$ cat config.mk
export PLATFORM = sky130hd
export DESIGN_NAME = uart_tx_scheduler_flat
export DESIGN_NICKNAME = d
export VERILOG_FILES = /design/src/rtl/uart_tx_scheduler_if.sv /design/src/rtl/uart_tx_scheduler.sv /design/src/flat_wrapper.sv
export SDC_FILE = /design/constraint.sdc
export NUM_CORES = 1
export LEC_CHECK = 0
export CAP_MARGIN = 20
export CORE_MARGIN = 4
export CORE_UTILIZATION = 50
export CTS_CLUSTER_DIAMETER = 40
export CTS_CLUSTER_SIZE = 16
export DETAILED_ROUTE_END_ITERATION = 16
export PLACE_DENSITY = 0.74
export SLEW_MARGIN = 40
export SYNTH_ARGS = -nofsm -noshare
export SYNTH_HDL_FRONTEND = slang
export SYNTH_SLANG_ARGS = --single-unit
$ cat constraint.sdc
create_clock -name clk -period 6.1 [get_ports clk]
set_input_delay 1.22 -clock clk [delete_from_list [all_inputs] [get_ports clk]]
set_output_delay 1.22 -clock clk [all_outputs]
set_load 0.005 [all_outputs]
$ cat src/rtl/uart_tx_scheduler_if.sv
// Handshake and serial-line bundle shared by the two requesters and the UART TX scheduler.
// The scheduler takes the slave view; the requester side (or bench) takes the master view.
interface uart_tx_scheduler_if #(
    parameter int DATA_WIDTH = 8
);
    logic                  dev0_valid;
    logic [DATA_WIDTH-1:0] dev0_data;
    logic                  dev0_ready;
    logic                  dev1_valid;
    logic [DATA_WIDTH-1:0] dev1_data;
    logic                  dev1_ready;
    logic                  tx;
    logic                  busy;
    logic                  grant_id;
    logic                  frame_done;

    modport master (
        output dev0_valid, dev0_data, dev1_valid, dev1_data,
        input  dev0_ready, dev1_ready, tx, busy, grant_id, frame_done
    );

    modport slave (
        input  dev0_valid, dev0_data, dev1_valid, dev1_data,
        output dev0_ready, dev1_ready, tx, busy, grant_id, frame_done
    );
endinterface

$ cat src/rtl/uart_tx_scheduler.sv
// Two-requester round-robin UART transmitter: accepts one byte at a time from dev0/dev1
// and serialises it as start / data (LSB first) / optional parity / stop bits.

module uart_tx_scheduler_chk (
    input logic clk,
    input logic rst,
    input logic ready0_i,
    input logic ready1_i,
    input logic idle_i,
    input logic busy_i,
    input logic tx_i,
    input logic frame_done_i
);
    a_one_ready:  assert property (@(posedge clk) disable iff (rst) !(ready0_i && ready1_i));
    a_ready_idle: assert property (@(posedge clk) disable iff (rst) (ready0_i || ready1_i) |-> idle_i);
    a_idle_line:  assert property (@(posedge clk) disable iff (rst) idle_i |-> (tx_i && !busy_i));
    a_done_busy:  assert property (@(posedge clk) disable iff (rst) frame_done_i |-> busy_i);
endmodule

module uart_tx_scheduler #(
    parameter int CLK_PER_BIT = 16,
    parameter int DATA_WIDTH  = 8,
    parameter int PARITY_EN   = 1,
    parameter int PARITY_ODD  = 0,
    parameter int STOP_BITS   = 1
) (
    input logic                clk,
    input logic                rst,
    uart_tx_scheduler_if.slave bus
);
    localparam int CNT_W = $clog2(CLK_PER_BIT);

    localparam logic [2:0] S_IDLE   = 3'd0;
    localparam logic [2:0] S_START  = 3'd1;
    localparam logic [2:0] S_DATA   = 3'd2;
    localparam logic [2:0] S_PARITY = 3'd3;
    localparam logic [2:0] S_STOP   = 3'd4;

    localparam logic [CNT_W-1:0] CNT_LAST  = CNT_W'(CLK_PER_BIT - 1);
    localparam logic [3:0]       DATA_LAST = 4'(DATA_WIDTH - 1);
    localparam logic [3:0]       STOP_LAST = 4'(STOP_BITS - 1);

    function automatic logic frame_parity(input logic [DATA_WIDTH-1:0] d);
        frame_parity = (^d) ^ (PARITY_ODD != 0);
    endfunction

    logic [2:0]            state_q, state_d;
    logic [CNT_W-1:0]      cnt_q, cnt_d;
    logic [3:0]            bit_q, bit_d;
    logic [DATA_WIDTH-1:0] shift_q, shift_d;
    logic                  parity_q, parity_d;
    logic                  grant_q, grant_d;
    logic                  last_grant_q, last_grant_d;
    logic                  tx_q, tx_d;
    logic                  busy_q, busy_d;
    logic                  frame_done_q, frame_done_d;

    logic                  idle_s;
    logic                  pick1_s;
    logic                  ready0_s;
    logic                  ready1_s;
    logic                  wrap_s;

    // Round-robin arbiter; on a tie the requester that did not own the last frame wins.
    always_comb begin
        idle_s = (state_q == S_IDLE) && !rst;
        if (bus.dev0_valid && bus.dev1_valid) begin
            pick1_s = !last_grant_q;
        end else begin
            pick1_s = bus.dev1_valid;
        end
        ready0_s = idle_s && bus.dev0_valid && !pick1_s;
        ready1_s = idle_s && bus.dev1_valid && pick1_s;
        wrap_s   = (cnt_q == CNT_LAST);
    end

    assign bus.dev0_ready = ready0_s;
    assign bus.dev1_ready = ready1_s;
    assign bus.tx         = tx_q;
    assign bus.busy       = busy_q;
    assign bus.grant_id   = grant_q;
    assign bus.frame_done = frame_done_q;

    // Frame sequencer; both counters restart at every state change.
    always_comb begin
        state_d      = state_q;
        cnt_d        = cnt_q;
        bit_d        = bit_q;
        shift_d      = shift_q;
        parity_d     = parity_q;
        grant_d      = grant_q;
        last_grant_d = last_grant_q;
        case (state_q)
            S_IDLE: begin
                if (ready0_s || ready1_s) begin
                    state_d      = S_START;
                    cnt_d        = {CNT_W{1'b0}};
                    bit_d        = 4'd0;
                    shift_d      = pick1_s ? bus.dev1_data : bus.dev0_data;
                    parity_d     = frame_parity(shift_d);
                    grant_d      = pick1_s;
                    last_grant_d = pick1_s;
                end else begin
                    state_d = S_IDLE;
                end
            end
            S_START: begin
                if (wrap_s) begin
                    state_d = S_DATA;
                    cnt_d   = {CNT_W{1'b0}};
                    bit_d   = 4'd0;
                end else begin
                    cnt_d = cnt_q + CNT_W'(1);
                end
            end
            S_DATA: begin
                if (wrap_s) begin
                    cnt_d = {CNT_W{1'b0}};
                    if (bit_q == DATA_LAST) begin
                        bit_d   = 4'd0;
                        state_d = (PARITY_EN != 0) ? S_PARITY : S_STOP;
                    end else begin
                        bit_d   = bit_q + 4'd1;
                        shift_d = shift_q >> 1;
                    end
                end else begin
                    cnt_d = cnt_q + CNT_W'(1);
                end
            end
            S_PARITY: begin
                if (wrap_s) begin
                    state_d = S_STOP;
                    cnt_d   = {CNT_W{1'b0}};
                    bit_d   = 4'd0;
                end else begin
                    cnt_d = cnt_q + CNT_W'(1);
                end
            end
            S_STOP: begin
                if (wrap_s) begin
                    cnt_d = {CNT_W{1'b0}};
                    if (bit_q == STOP_LAST) begin
                        state_d = S_IDLE;
                        bit_d   = 4'd0;
                    end else begin
                        bit_d = bit_q + 4'd1;
                    end
                end else begin
                    cnt_d = cnt_q + CNT_W'(1);
                end
            end
            default: begin
                state_d = S_IDLE;
                cnt_d   = {CNT_W{1'b0}};
                bit_d   = 4'd0;
            end
        endcase
    end

    // Output values for the coming cycle, derived from the next state so they register in step.
    always_comb begin
        tx_d = 1'b1;
        case (state_d)
            S_IDLE:   tx_d = 1'b1;
            S_START:  tx_d = 1'b0;
            S_DATA:   tx_d = shift_d[0];
            S_PARITY: tx_d = parity_d;
            S_STOP:   tx_d = 1'b1;
            default:  tx_d = 1'b1;
        endcase
        busy_d       = (state_d != S_IDLE);
        frame_done_d = (state_d == S_STOP) && (cnt_d == CNT_LAST) && (bit_d == STOP_LAST);
    end

    // Sequencer state, counters and latched frame source.
    always_ff @(posedge clk or posedge rst) begin
        if (rst) begin
            state_q      <= S_IDLE;
            cnt_q        <= {CNT_W{1'b0}};
            bit_q        <= 4'd0;
            shift_q      <= {DATA_WIDTH{1'b0}};
            parity_q     <= 1'b0;
            grant_q      <= 1'b0;
            last_grant_q <= 1'b1;
        end else begin
            state_q      <= state_d;
            cnt_q        <= cnt_d;
            bit_q        <= bit_d;
            shift_q      <= shift_d;
            parity_q     <= parity_d;
            grant_q      <= grant_d;
            last_grant_q <= last_grant_d;
        end
    end

    // Registered serial line and status outputs.
    always_ff @(posedge clk or posedge rst) begin
        if (rst) begin
            tx_q         <= 1'b1;
            busy_q       <= 1'b0;
            frame_done_q <= 1'b0;
        end else begin
            tx_q         <= tx_d;
            busy_q       <= busy_d;
            frame_done_q <= frame_done_d;
        end
    end

    uart_tx_scheduler_chk u_chk (
        .clk          (clk),
        .rst          (rst),
        .ready0_i     (ready0_s),
        .ready1_i     (ready1_s),
        .idle_i       (state_q == S_IDLE),
        .busy_i       (busy_q),
        .tx_i         (tx_q),
        .frame_done_i (frame_done_q)
    );
endmodule

$ cat src/flat_wrapper.sv
// flat-port wrapper written by rule: the top's interface ports become plain ports
module uart_tx_scheduler_flat 
#(
    parameter int CLK_PER_BIT = 16,
    parameter int DATA_WIDTH  = 8,
    parameter int PARITY_EN   = 1,
    parameter int PARITY_ODD  = 0,
    parameter int STOP_BITS   = 1
)
  (clk, rst, bus_dev0_valid, bus_dev0_data, bus_dev1_valid, bus_dev1_data, bus_dev0_ready, bus_dev1_ready, bus_tx, bus_busy, bus_grant_id, bus_frame_done);
  uart_tx_scheduler_if #(.DATA_WIDTH(DATA_WIDTH)) bus_i ();
  input logic clk;
  input logic rst;
  input wire logic [$bits(bus_i.dev0_valid)-1:0] bus_dev0_valid;
  input wire logic [$bits(bus_i.dev0_data)-1:0] bus_dev0_data;
  input wire logic [$bits(bus_i.dev1_valid)-1:0] bus_dev1_valid;
  input wire logic [$bits(bus_i.dev1_data)-1:0] bus_dev1_data;
  output wire logic [$bits(bus_i.dev0_ready)-1:0] bus_dev0_ready;
  output wire logic [$bits(bus_i.dev1_ready)-1:0] bus_dev1_ready;
  output wire logic [$bits(bus_i.tx)-1:0] bus_tx;
  output wire logic [$bits(bus_i.busy)-1:0] bus_busy;
  output wire logic [$bits(bus_i.grant_id)-1:0] bus_grant_id;
  output wire logic [$bits(bus_i.frame_done)-1:0] bus_frame_done;
  assign bus_i.dev0_valid = bus_dev0_valid;
  assign bus_i.dev0_data = bus_dev0_data;
  assign bus_i.dev1_valid = bus_dev1_valid;
  assign bus_i.dev1_data = bus_dev1_data;
  assign bus_dev0_ready = bus_i.dev0_ready;
  assign bus_dev1_ready = bus_i.dev1_ready;
  assign bus_tx = bus_i.tx;
  assign bus_busy = bus_i.busy;
  assign bus_grant_id = bus_i.grant_id;
  assign bus_frame_done = bus_i.frame_done;
  uart_tx_scheduler #(.CLK_PER_BIT(CLK_PER_BIT), .DATA_WIDTH(DATA_WIDTH), .PARITY_EN(PARITY_EN), .PARITY_ODD(PARITY_ODD), .STOP_BITS(STOP_BITS)) u_core (.clk(clk), .rst(rst), .bus(bus_i));
endmodule
==> results.md <==
- The share of synthesized area in the top cell type comes to 0.3633.
- For this run, global-route usage on met2 was measured as 0.2848.
- The synthesis-to-finish area growth is 19.83%.
- After global routing the overflow that remains totals 0.
- The number of global-route vias before repair came to 1357.
- Counting the fill cells in the layout gives between 200 and 300.
- The count of vias placed by the detailed router is 1390.
- The final net count is approximately 220.
- The total routed wirelength is 3506 microns.
- The share of the cycle needed by the critical path after routing is 0.6964.
- Headroom to the max-slew limit came out at 0.6192.
- Counting flops with a built-in enable in the synthesized netlist gives 0.
- After global routing, the most crowded layer is met2.
- The number of endpoints with negative hold slack in the final report was 0.
- The number of buffers created by CTS is 3.
- In this run the power density over the cells is 157.4 nW/um^2.
- The clock power share is 0.249.
- For this design the top-level I/O count stands at 26.
- The count of endpoints failing setup in the final report is 0.
- The total area inside the core boundary comes to 3053 sq um.
- The number of max-cap violations is 0.
- The static power due to leakage is 0.7736 nW.
- The overall track demand over capacity in global routing is 0.1839.
- Summed over all instances, the cell type with the most area after synthesis is dfrtp_1.
- Routability-driven placement finished with a final weighted congestion of 0.9274.
- After detailed routing, the number of remaining DRC violations is 0.
- The multi-input combinational cells in the finished layout cover a total of 914.6 sq um.
- The number of violations reported at the end of detailed-routing iteration 0 is 111.
- The analysis attributes to net switching a power of 0.00007461 W.
- The pin slew with the least headroom to its limit is 0.5669 ns.
- The Yosys step of the flow raised 0 warnings.
- The initial antenna violation count is 0.
- At the worst endpoint, the arrival time is 3.03 ns.
- The least setup slack across all paths after layout is 1.852 ns.
- The hold buffer count at CTS is 0.
- For this run, asynchronously set or reset flops after synthesis account for 1.000.
- Port buffering added 25 buffers.
- Sorting the synthesized cells by area gives the leading types as dfrtp_1 (36%), xnor2_1 (7.2%), nand2_1 (5.5%).
- The full die area is 4133 sq um.
- The share of total power dissipated in combinational logic is 0.170.
- The final total negative setup slack is 0 ns.
- The cell chosen for the clock root is clkbuf_4.
- The count of pins over their slew limit is 0.
- Yosys mapped the design onto 43 distinct sky130hd cell types.
- Internal power comes to 0.0002242 W.
- By startpoint and endpoint, the worst setup path is classified as primary input to primary output.
- The area taken by flip-flops and latches is 628.1 sq um.
- For the finished layout, the period the worst path requires is 4.248 ns.
- The portion of total power attributed to sequential cells is 0.581.
- At the later pin of the worst-skew pair, clock insertion delay measures 0.32 ns.
- The number of buffers on the longest clock path is 2.
- Across the routed clock network, the largest skew measured is about 0.006 ns.
- The net switching share of the total power is 0.2497.
- The post-CTS resize count is 0.
- Among all flip-flop cells after synthesis, the most frequent one is dfrtp_1.
- The maximum number of pins on one net before global-route repair is 26.
- After synthesis, the most frequently instantiated cells are dfrtp_1 (23), nand2_1 (23), a21oi_1 (13), o21ai_0 (13), xnor2_1 (13).
- The antenna diode instance count is 0.
- For the worst setup path, the data required time is 4.88 ns.
- In this run the post-CTS setup repair buffer count came out at 0.
- Counting every net in the synthesized netlist gives 197.
- The synthesized cell area is 1584 sq um.
- Dividing the synthesized area by the synthesized cell count gives 9.104 sq um.
- The number of sinks handled by clock tree synthesis is 25.
- The first-pass GRT wire length is ~6100 microns.
- Using the TritonRoute via totals, the vias-per-cell ratio works out to 5.744.
- After synthesis the netlist holds a flip-flop and latch count of 25.
- The maximum resistive drop on vdd is between 60 and 70 uV.
- The CTS H-tree depth is 1.
- In the final layout, the share of cells above drive strength 1 is 0.07576.
- The worst hold margin is slightly above 0.5 ns.
- Before CTS, the worst setup slack after placement is 1.745 ns.
- In this run the worst path has a maximum fanout of 13.
- Detailed placement finished with a half-perimeter wire length of approximately 2700 microns.
- STA classifies the critical path startpoint as a primary input.
- The share of the yosys chip area belonging to registers is 0.3965.
- The gate count of the mapped netlist is 174.
- For this run, global-route usage on met3 was measured as 0.04042.
- The length of the first detailed-routing pass in iterations is 4.
- For this run, the top clock speed supported by timing is approximately 240 MHz.
- For this run, global-route usage on met1 was measured as 0.2660.
- The clock-pin slew of the registers on the worst-case setup and hold paths is 0.13 ns.
- Setup repair after global routing left no endpoint under its margin.
- The path class of the tightest hold or removal check is flop to flop.
- The number of rows created at floorplan is 20.
- The die span in x is 64.29 microns.
- The run finished with clean final reports.
- The initial core utilization is 0.5189.
- The element type at the critical path end is a primary output.
- The height of the die is 64.29 microns.
- In the final routed layout, each cell accounts on average for around 14 microns.
- The detail route stage leaves a number of antenna-violating nets equal to 0.
- TritonCTS built the clock tree.
-- final cells by class --
cell class	count	area share
multi-input cells	138	0.4819
clock buffers	3	0.01187
repair buffers	25	0.1318
clock inverters	1	0.002637
inverters	6	0.01187
well taps	44	0.02900
flip-flops and latches	25	0.3309
-- power groups by stage --
stage | combinational (W) | sequential, W | clock, W
floorplan | 0.0000287 | 0.000176 | 0
detailed placement | 0.0000508 | 0.000177 | 0
finish | 0.0000507 | 0.000174 | 0.0000745
global route | 0.0000557 | 0.000174 | 0.0000852
CTS | 0.0000510 | 0.000173 | 0.0000760
global placement | 0.0000499 | 0.000177 | 0
-- critical path: stages --
cell and delay (ns):
clkdlybuf4s50_1 0.51, nor2_1 0.29, o21ai_2 0.22, nor2_1 0.24, clkdlybuf4s50_1 0.54
-- logic make-up after synthesis --
| group | Yosys count | synth area share |
|---|---|---|
| multiplexers | 2 | 0.01264 |
| AND/OR/NAND/NOR | 64 | 0.2307 |
| adder cells (fa/ha/maj) | 3 | 0.02370 |
| flip-flops | 25 | 0.3965 |
| buffers and inverters | 11 | 0.03080 |
| XOR/XNOR | 15 | 0.08294 |
| AO/OA/AOI/OAI | 54 | 0.2227 |
-- metal layers --
metal | vias to the layer above | wire [microns]
li1 | 689 | -
met1 | 643 | 1686
met2 | 51 | 1534
met3 | 7 | 242
met4 | 0 | 42
met5 | - | 0
-- flip-flops by register name, summed over array words and instances, names as in the netlist --
| signal | count |
|---|---|
| u_core.shift_q | 8 |
| u_core.bit_q | 4 |
| u_core.cnt_q | 4 |
| u_core.state_q | 3 |
| u_core.bus.busy | 1 |
| u_core.bus.frame_done | 1 |
| u_core.bus.grant_id | 1 |
| u_core.bus.tx | 1 |
| u_core.last_grant_q | 1 |
| u_core.parity_q | 1 |
-- final timing paths --
path                            slack [ns]  cells past startpoint                              end                          start
min in group asynchronous             1.38                      2  u_core.bus.grant_id$_DFFE_PP0P_                            rst
worst max register to register        3.63                      6          u_core.bus.tx$_DFF_PP1_      u_core.cnt_q[0]$_DFF_PP0_
worst min-delay path                  0.51                      2    u_core.shift_q[7]$_DFFE_PP0P_  u_core.shift_q[7]$_DFFE_PP0P_
worst max-delay path                  1.85                      5                   bus_dev1_ready                            rst
max in group asynchronous             4.35                      2          u_core.bus.tx$_DFF_PP1_                            rst
worst min register to register        0.51                      2    u_core.shift_q[7]$_DFFE_PP0P_  u_core.shift_q[7]$_DFFE_PP0P_
-- placed cells by master (no fill, tap or decap), drive strengths merged, types with 6 or more instances in the layout --
cell / netlist / routed
nor2: 11 / 11
xnor2: 13 / 13
dfrtp: 23 / 23
o21ai: 16 / 16
clkdlybuf4s50: 0 / 25
a221o: 8 / 8
nor3: 6 / 6
nand2: 23 / 23
inv: 6 / 6
a21oi: 13 / 13
-- stage by stage --
step	total power, W	instances	utilization	instance area (sq um)
after floorplan	0.0002045	174	-	1584
after global placement	0.0002265	238	0.6102	1863
after detailed placement	0.0002273	238	0.6102	1863
after CTS	0.0003005	242	0.6193	1891
after global routing	0.0003152	242	0.6217	1898
final	0.0002988	242	0.6217	1898
Note: power is estimated with default switching activity, not from simulation.
